### src/rtl/hazard_pkg.sv
// Shared types for the hazard controller: action encoding, forward-select codes
// and the shadow pipeline entry layouts.
package hazard_pkg;

  typedef enum logic [1:0] {
    ST_RUN        = 2'd0,
    ST_LOAD_STALL = 2'd1,
    ST_FLUSH      = 2'd2,
    ST_FREEZE     = 2'd3
  } action_t;

  localparam logic [1:0] FWD_REG = 2'b00;
  localparam logic [1:0] FWD_MEM = 2'b10;
  localparam logic [1:0] FWD_WB  = 2'b01;

  typedef struct packed {
    logic       valid;
    logic [4:0] rd;
    logic       reg_write;
    logic       mem_read;
  } entry_t;

  typedef struct packed {
    entry_t     base;
    logic [4:0] rs1;
    logic [4:0] rs2;
    logic       uses_rs1;
    logic       uses_rs2;
  } ex_entry_t;

endpackage

### src/rtl/forward_select.sv
// Chooses the EX operand source for one source register: MEM result beats WB
// data, and x0 is never forwarded.
module forward_select
  import hazard_pkg::*;
(
  input  logic       uses,
  input  logic [4:0] rs,
  input  entry_t     mem_entry,
  input  entry_t     wb_entry,
  output logic [1:0] fwd
);

  logic mem_hit;
  logic wb_hit;
  logic unused_bits;

  assign mem_hit = uses && mem_entry.valid && mem_entry.reg_write &&
                   (mem_entry.rd != 5'd0) && (mem_entry.rd == rs);
  assign wb_hit  = uses && wb_entry.valid && wb_entry.reg_write &&
                   (wb_entry.rd != 5'd0) && (wb_entry.rd == rs);
  assign unused_bits = mem_entry.mem_read ^ wb_entry.mem_read;

  always_comb begin
    fwd = FWD_REG;
    if (mem_hit)     fwd = FWD_MEM;
    else if (wb_hit) fwd = FWD_WB;
  end

endmodule

### src/rtl/hazard_controller.sv
// Pipeline hazard controller: tracks EX/MEM/WB in a shadow pipeline and derives
// stall, flush, freeze and forwarding controls for a five-stage core.
module hazard_controller
  import hazard_pkg::*;
#(
  parameter int STALL_COUNT_WIDTH = 16
) (
  input  logic                         clk,
  input  logic                         reset,
  input  logic                         idValid,
  input  logic [4:0]                   idRs1,
  input  logic [4:0]                   idRs2,
  input  logic                         idUsesRs1,
  input  logic                         idUsesRs2,
  input  logic [4:0]                   idRd,
  input  logic                         idRegWrite,
  input  logic                         idMemRead,
  input  logic                         exBranchTaken,
  input  logic                         memBusy,
  output logic                         pcWrite,
  output logic                         ifIdWrite,
  output logic                         ifIdFlush,
  output logic                         idExBubble,
  output logic [1:0]                   forwardA,
  output logic [1:0]                   forwardB,
  output logic [1:0]                   state,
  output logic [STALL_COUNT_WIDTH-1:0] stallCount
);

  ex_entry_t                    ex_p0;
  entry_t                       mem_p1;
  entry_t                       wb_p2;
  action_t                      action;
  action_t                      state_q;
  logic                         load_use;
  logic [STALL_COUNT_WIDTH-1:0] stall_cnt_q;

  assign load_use = idValid && ex_p0.base.valid && ex_p0.base.mem_read &&
                    (ex_p0.base.rd != 5'd0) &&
                    ((idUsesRs1 && (idRs1 == ex_p0.base.rd)) ||
                     (idUsesRs2 && (idRs2 == ex_p0.base.rd)));

  // A taken branch outranks a load-use stall: the stalled ID op is wrong-path anyway.
  always_comb begin
    action = ST_RUN;
    if (memBusy)            action = ST_FREEZE;
    else if (exBranchTaken) action = ST_FLUSH;
    else if (load_use)      action = ST_LOAD_STALL;
  end

  always_comb begin
    pcWrite    = 1'b1;
    ifIdWrite  = 1'b1;
    ifIdFlush  = 1'b0;
    idExBubble = 1'b0;
    unique case (action)
      ST_FREEZE: begin
        pcWrite   = 1'b0;
        ifIdWrite = 1'b0;
      end
      ST_FLUSH: begin
        ifIdFlush  = 1'b1;
        idExBubble = 1'b1;
      end
      ST_LOAD_STALL: begin
        pcWrite    = 1'b0;
        ifIdWrite  = 1'b0;
        idExBubble = 1'b1;
      end
      default: ;
    endcase
  end

  always_ff @(posedge clk) begin
    if (reset) state_q <= ST_RUN;
    else       state_q <= action;
  end

  always_ff @(posedge clk) begin
    if (reset)
      stall_cnt_q <= '0;
    else if ((action != ST_RUN) && (stall_cnt_q != {STALL_COUNT_WIDTH{1'b1}}))
      stall_cnt_q <= stall_cnt_q + 1'b1;
  end

  // Shadow pipeline: only the valid bits are reset; payload fields follow valid.
  always_ff @(posedge clk) begin
    if (reset) begin
      ex_p0.base.valid <= 1'b0;
      mem_p1.valid     <= 1'b0;
      wb_p2.valid      <= 1'b0;
    end else if (action != ST_FREEZE) begin
      wb_p2                <= mem_p1;
      mem_p1               <= ex_p0.base;
      ex_p0.base.valid     <= idValid && !idExBubble;
      ex_p0.base.rd        <= idRd;
      ex_p0.base.reg_write <= idRegWrite;
      ex_p0.base.mem_read  <= idMemRead;
      ex_p0.rs1            <= idRs1;
      ex_p0.rs2            <= idRs2;
      ex_p0.uses_rs1       <= idUsesRs1;
      ex_p0.uses_rs2       <= idUsesRs2;
    end
  end

  forward_select u_fwd_a (
    .uses      (ex_p0.uses_rs1),
    .rs        (ex_p0.rs1),
    .mem_entry (mem_p1),
    .wb_entry  (wb_p2),
    .fwd       (forwardA)
  );

  forward_select u_fwd_b (
    .uses      (ex_p0.uses_rs2),
    .rs        (ex_p0.rs2),
    .mem_entry (mem_p1),
    .wb_entry  (wb_p2),
    .fwd       (forwardB)
  );

  assign state      = state_q;
  assign stallCount = stall_cnt_q;

endmodule

### config.mk
export PLATFORM = sky130hd
export DESIGN_NAME = hazard_controller
export DESIGN_NICKNAME = d
export VERILOG_FILES = /design/src/rtl/hazard_pkg.sv /design/src/rtl/forward_select.sv /design/src/rtl/hazard_controller.sv
export SDC_FILE = /design/constraint.sdc
export NUM_CORES = 1
export LEC_CHECK = 0
export CAP_MARGIN = 20
export CORE_ASPECT_RATIO = 0.9
export CORE_MARGIN = 8
export CORE_UTILIZATION = 35
export DETAILED_ROUTE_END_ITERATION = 6
export GPL_TIMING_DRIVEN = 0
export SYNTH_ARGS = -nofsm -noshare
export SYNTH_HDL_FRONTEND = slang
export SYNTH_SLANG_ARGS = --single-unit
### constraint.sdc
create_clock -name clk -period 5.03 [get_ports clk]
set_input_delay 0.503 -clock clk [delete_from_list [all_inputs] [get_ports clk]]
set_output_delay 0.503 -clock clk [all_outputs]
set_load 0.01 [all_outputs]
# Word level (Yosys, flattened, before mapping)
# Index checks and enable logic that the tools add are counted.
# totals
in_bits	24
out_inout_bits	26
word_cells	72
reg_bits	52
# classes
bitwise_logic	1
n_mux	10
reduce_logical	33
n_addsub	1
n_eq_ne	11
# op_table
op	n
$eq 5x5->1	6
$logic_and 1x1->1	24
$add 16x1->16 const B	1
$ne 16x16->1 const B	1
$reduce_bool 5->1	3
$mux 2	4
$mux 1	6
$eq 2x2->1 const B	2
$reduce_or 2->1	2
$eq 2x1->1 const B	1
$ne 2x2->1 const B	1
$reduce_and 2->1	1
$reduce_bool 2->1	1
$logic_not 1->1	1
$logic_or 1x1->1	1
$not 1->1	1

# Logic depth before layout (Yosys ltp)
# depth
depth_word	12
ltp_mapped	9
ltp_nobuf	9

# By module
# Synthesis repeated with hierarchy kept, for this count alone.
# unflattened
cells_unflattened	217
area_unflattened_um2	2509.9
# modules_own_cells
mod	n_inst	area_per_inst_um2	seq_area_each_um2	cells_per_inst
hazard_controller	1	2189.6	1411.4	175
forward_select	2	160.2	0.0	21

# Least setup slack after synthesis
# OpenSTA, ideal clock, no wires.
# synth_path
path_type	input -> register
startpoint	input idRs2[4]
endpoint	register ex_p0[0] in the netlist's numbering, enable pin
required_time_ps	4611
setup_slack_ps	2004
setup_time_ps	419
n_path_buf	0
arrival_ps	2607
path_stages	6
path_cell_list	xnor2_1 nand4_1 o22ai_1 a21o_1 ha_1 nor2_1
# synth_between
elab_chain_cells	9
# synth_lines
element	line	source
start: declaration	hazard_controller.sv:12	input logic [4:0] idRs2,
$eq 5x5->1	hazard_controller.sv:41	(idUsesRs2 && (idRs2 == ex_p0.base.rd)));
$logic_and 1x1->1	hazard_controller.sv:41	
$logic_or 1x1->1	hazard_controller.sv:40	((idUsesRs1 && (idRs1 == ex_p0.base.rd)) ||
$logic_and 1x1->1	hazard_controller.sv:39	(ex_p0.base.rd != 5'd0) &&
$mux 1	hazard_controller.sv:48	else if (load_use) action = ST_LOAD_STALL;
$mux 2	hazard_controller.sv:47	else if (exBranchTaken) action = ST_FLUSH;
$mux 2	hazard_controller.sv:46	if (memBusy) action = ST_FREEZE;
net action[0]	hazard_controller.sv:33	action_t action;
$ne 2x2->1	hazard_controller.sv:92	end else if (action != ST_FREEZE) begin
$reduce_and 2->1 (no line)	-	
end: declaration	hazard_controller.sv:30	ex_entry_t ex_p0;
# The timed path passes the listed nets, and every way through them passes these cells.
# A chain may end at the register's enable or synchronous reset.

# Worst setup path in the final report
# layout_path
startpoint	input idRs2[1]
endpoint	output idExBubble
# layout_between
elab_chain_cells	10
word_cells_on_any_way	11
cone_classes	3 x eq/ne; 4 x mux; 4 x reduce/logical
# layout_lines
element	line	source
$eq 5x5->1 (*)	hazard_controller.sv:41	
$logic_and 1x1->1 (*)	hazard_controller.sv:41	
$logic_or 1x1->1 (*)	hazard_controller.sv:40	
$logic_and 1x1->1 (*)	hazard_controller.sv:39	
$mux 1 (*)	hazard_controller.sv:48	
$mux 2 (*)	hazard_controller.sv:47	
$mux 2 (*)	hazard_controller.sv:46	
$eq 2x1->1 or $eq 2x2->1 (tied branches)	hazard_controller.sv:56	unique case (action)
$reduce_or 2->1 (no line) (*)	-	
$mux 1 (*)	hazard_controller.sv:56	
end: declaration	hazard_controller.sv:23	output logic idExBubble,
# Every way passes the cells marked *; elsewhere a longest branch is shown, timed or not.

==> impl_metrics.env <==
export IMPL_status="complete, no violations"
export IMPL_whs_path_depth=0
export IMPL_overflow=0
export IMPL_clock_sinks=52
export IMPL_die_area_mm2=0.00994
export IMPL_dr_pass1_iters=4
export IMPL_n_antenna_cell=0
export IMPL_die_h_um=95.4
export IMPL_clock_root_buffer="clkbuf_8"
export IMPL_cp_arrival_ns=2.67
export IMPL_antenna_found_initial=0
export IMPL_period_share_pct=63.2
export IMPL_hold_violations=0
export IMPL_viasPerCell=5.02
export IMPL_io_buffers=48
export IMPL_netlist_top_cells_area="edfxtp_1 (38%), dfxtp_1 (17%), xnor2_1 (7.9%)"
export IMPL_r2r_end="stallCount[9]"
export IMPL_cp_end_kind="output pin"
export IMPL_period_minus_slack_ns=3.18
export IMPL_setup_viol=0
export IMPL_synth_area_mm2=0.00245
export IMPL_cp_start_kind="input port"
export IMPL_dr_total_vias=1818
export IMPL_fp_row_count=29
export IMPL_yosysWarnings=0
export IMPL_antenna_left=0
export IMPL_ys_ff_latch=52
export IMPL_io_pins=50
export IMPL_post_cts_resized=0
export IMPL_clockPowerShare_pct=27.6
export IMPL_syn_nets=239
export IMPL_maxCapViolations=0
export IMPL_seqPwrFrac_pct=61.2
export IMPL_layout_common_cells="clkdlybuf4s50_1 (48), edfxtp_1 (31), xnor2_1 (22), dfxtp_1 (21), nor2_1 (14)"
export IMPL_worst_ir_drop_vdd_v=0.000109
export IMPL_cp_slowest_cell="clkdlybuf4s50_1"
export IMPL_gp_congestion=0.837
export IMPL_maxSlewViolCount=0
export IMPL_wl_per_cell_um=15.2
export IMPL_worstPathRequired_ns=4.53
export IMPL_crit_path_frequent_cell="clkdlybuf4s50_1"
export IMPL_synth_area_per_cell_um2=11.6
export IMPL_synth_top_area_share_pct=38.0
export IMPL_p_int_w=0.000626
export IMPL_grt_usage_pct=11.0
export IMPL_worstPathMaxFanout=4
export IMPL_stdcell_count=362
export IMPL_hold_class="register to register"
export IMPL_hold_buffers=0
export IMPL_swShare_pct=22.9
export IMPL_core_area_mm2=0.00693
export IMPL_yosys_area_top_type="edfxtp_1"
export IMPL_cts_max_level=2
export IMPL_r2r_cells=9
export IMPL_postCtsSetupBuffers=0
export IMPL_nNetsFinal=295
export IMPL_min_to="mem_p1[1]"
export IMPL_drt_wl_total_um=5490
export IMPL_syn_to_final_growth_pct=28.4
export IMPL_die_width_um=104
export IMPL_synth_ff_type="edfxtp_1"
export IMPL_fmax_mhz=315
export IMPL_setup_tns_ns=0
export IMPL_dp_cells=354
export IMPL_synth_cell_types=47
export IMPL_drive_above_1_share_pct=7.81
export IMPL_initial_core_util_pct=35.3
export IMPL_timing_slew_headroom_pct=58.6
export IMPL_power_per_cell_area_mw_per_mm2=258
export IMPL_worstSetupPathType="input port to output pin"
export IMPL_netlist_instances=212
export IMPL_p_leak_nw=1.04
export IMPL_async_flop_share_pct=0
export IMPL_clockBufferDepth=2
export IMPL_drc=0
export IMPL_hp_start="ex_p0[13]"
export IMPL_pwr_share_comb_pct=11.2
export IMPL_post_dp_hpwl_um=4250
export IMPL_drtIter0Drc=100
export IMPL_final_common_cell="clkdlybuf4s50_1"
export IMPL_grt_pass1_wl_um=8910
export IMPL_finClkSkew_ns=0.00930
export IMPL_clk_latency_ns=0.30
export IMPL_path_cells="clkdlybuf4s50_1 > xnor2_1 > nand4_1 > o22ai_1 > a21oi_1 > ha_1 > clkdlybuf4s50_1"
export IMPL_grt_max_degree=21
export IMPL_synth_edf_count=31
export IMPL_yosysSeqAreaShare_pct=55.2
export IMPL_grt_pass1_vias=1737
export IMPL_rsz0062_at_grt="no"
export IMPL_clkTransAtPathRegs_ns=0.08
export IMPL_r2r_setup_slack_ns=2.19
export IMPL_tightest_slew_ns=0.620
export IMPL_switching_power_w=0.000186
export IMPL_r2r_start="ex_p0[14]"
export IMPL_cts_tree="yes"
export IMPL_slowest_delay_ns=0.54
export IMPL_cts_buffers=5
[Yosys cell counts, drive strengths merged, types with 2 or more instances]
master,instances
a21oi,12
clkbuf,3
mux2,3
xor2,10
xnor2,22
dfxtp,21
edfxtp,31
nor4,5
nand4,8
or3,3
o211ai,3
inv,5
or4,7
nor3,9
nand2,4
o31ai,3
o21ai,4
nor2b,4
mux2i,2
buf,5
nor2,15
and3,3
nand3,10
ha,3
[logic make-up (layout without fill, tap and decap cells)]
family                   after synthesis  after routing  synth area share [%]
AO/OA/AOI/OAI                         33             33                  8.68
XOR/XNOR                              32             32                  11.4
adder cells (fa/ha/maj)                3              3                  1.53
buffers and inverters                 13             70                  2.50
flip-flops                            52             52                  55.2
multiplexers                           5              5                  2.35
AND/OR/NAND/NOR                       74             74                  18.3
[per-stage QoR]
| stage | cell area [um^2] | hold slack (ns) | total power (W) | worst slack, ns | utilization [%] |
|---|---|---|---|---|---|
| finish | 3150 | 0.427 | 0.000812 | 1.85 | 45.4 |
| global route | 3150 | 0.448 | 0.000845 | 1.70 | 45.4 |
| CTS | 3150 | 0.431 | 0.000823 | 1.85 | 45.4 |
| detailed placement | 3060 | 0.414 | 0.000599 | 1.79 | 44.2 |
| global placement | 3050 | 0.405 | 0.000597 | 0.910 | 44.0 |
| floorplan | 2450 | 0.400 | 0.000551 | 2.00 | - |
[how the worst max path moves through the flow]
stage               startpoint  cells past startpoint            end
global placement      idRs1[1]                      7       ex_p0[8]
finish                idRs2[1]                      7     idExBubble
floorplan             idRs2[4]                      6       ex_p0[0]
detailed placement    idRs2[1]                     10  stallCount[9]
CTS                   idRs2[1]                      7     idExBubble
global route          idRs2[1]                      7     idExBubble
[layout make-up]
class	count	area, um^2
inverters	5	18.8
fillers	649	3780
multi-input cells	147	1040
clock inverters	1	5.00
plain buffers	8	42.5
well taps	93	116
clock buffers	7	76.3
repair buffers	49	495
flip-flops and latches	52	1350
[sequential cells by signal, summed over array words and instances, names as in the netlist]
signal	count
ex_p0	20
stallCount	16
mem_p1	7
wb_p2	7
state	2
[critical path: cells and delay by family]
family / cells / cell delay, ns
compound gates: 2 / 0.55
fa+ha+maj: 1 / 0.32
xor+xnor: 1 / 0.13
simple gates: 1 / 0.11
buf+inv: 2 / 1.06
[routing by layer]
metal	routed length (um)	part of all wire [%]	GRT usage, %
met1	2810	51	15.4
met2	2460	45	16.5
met3	184	3.4	2.91
met4	40	0.73	2.89
met5	0	0	0
[power groups by stage]
stage / registers [W] / clock network, W / logic, W
detailed placement: 0.000508 / 0 / 0.0000910
CTS: 0.000498 / 0.000234 / 0.0000916
global route: 0.000501 / 0.000246 / 0.0000984
finish: 0.000497 / 0.000224 / 0.0000910
floorplan: 0.000503 / 0 / 0.0000485
global placement: 0.000508 / 0 / 0.0000883
No activity file was read; power rests on OpenSTA's default activity.
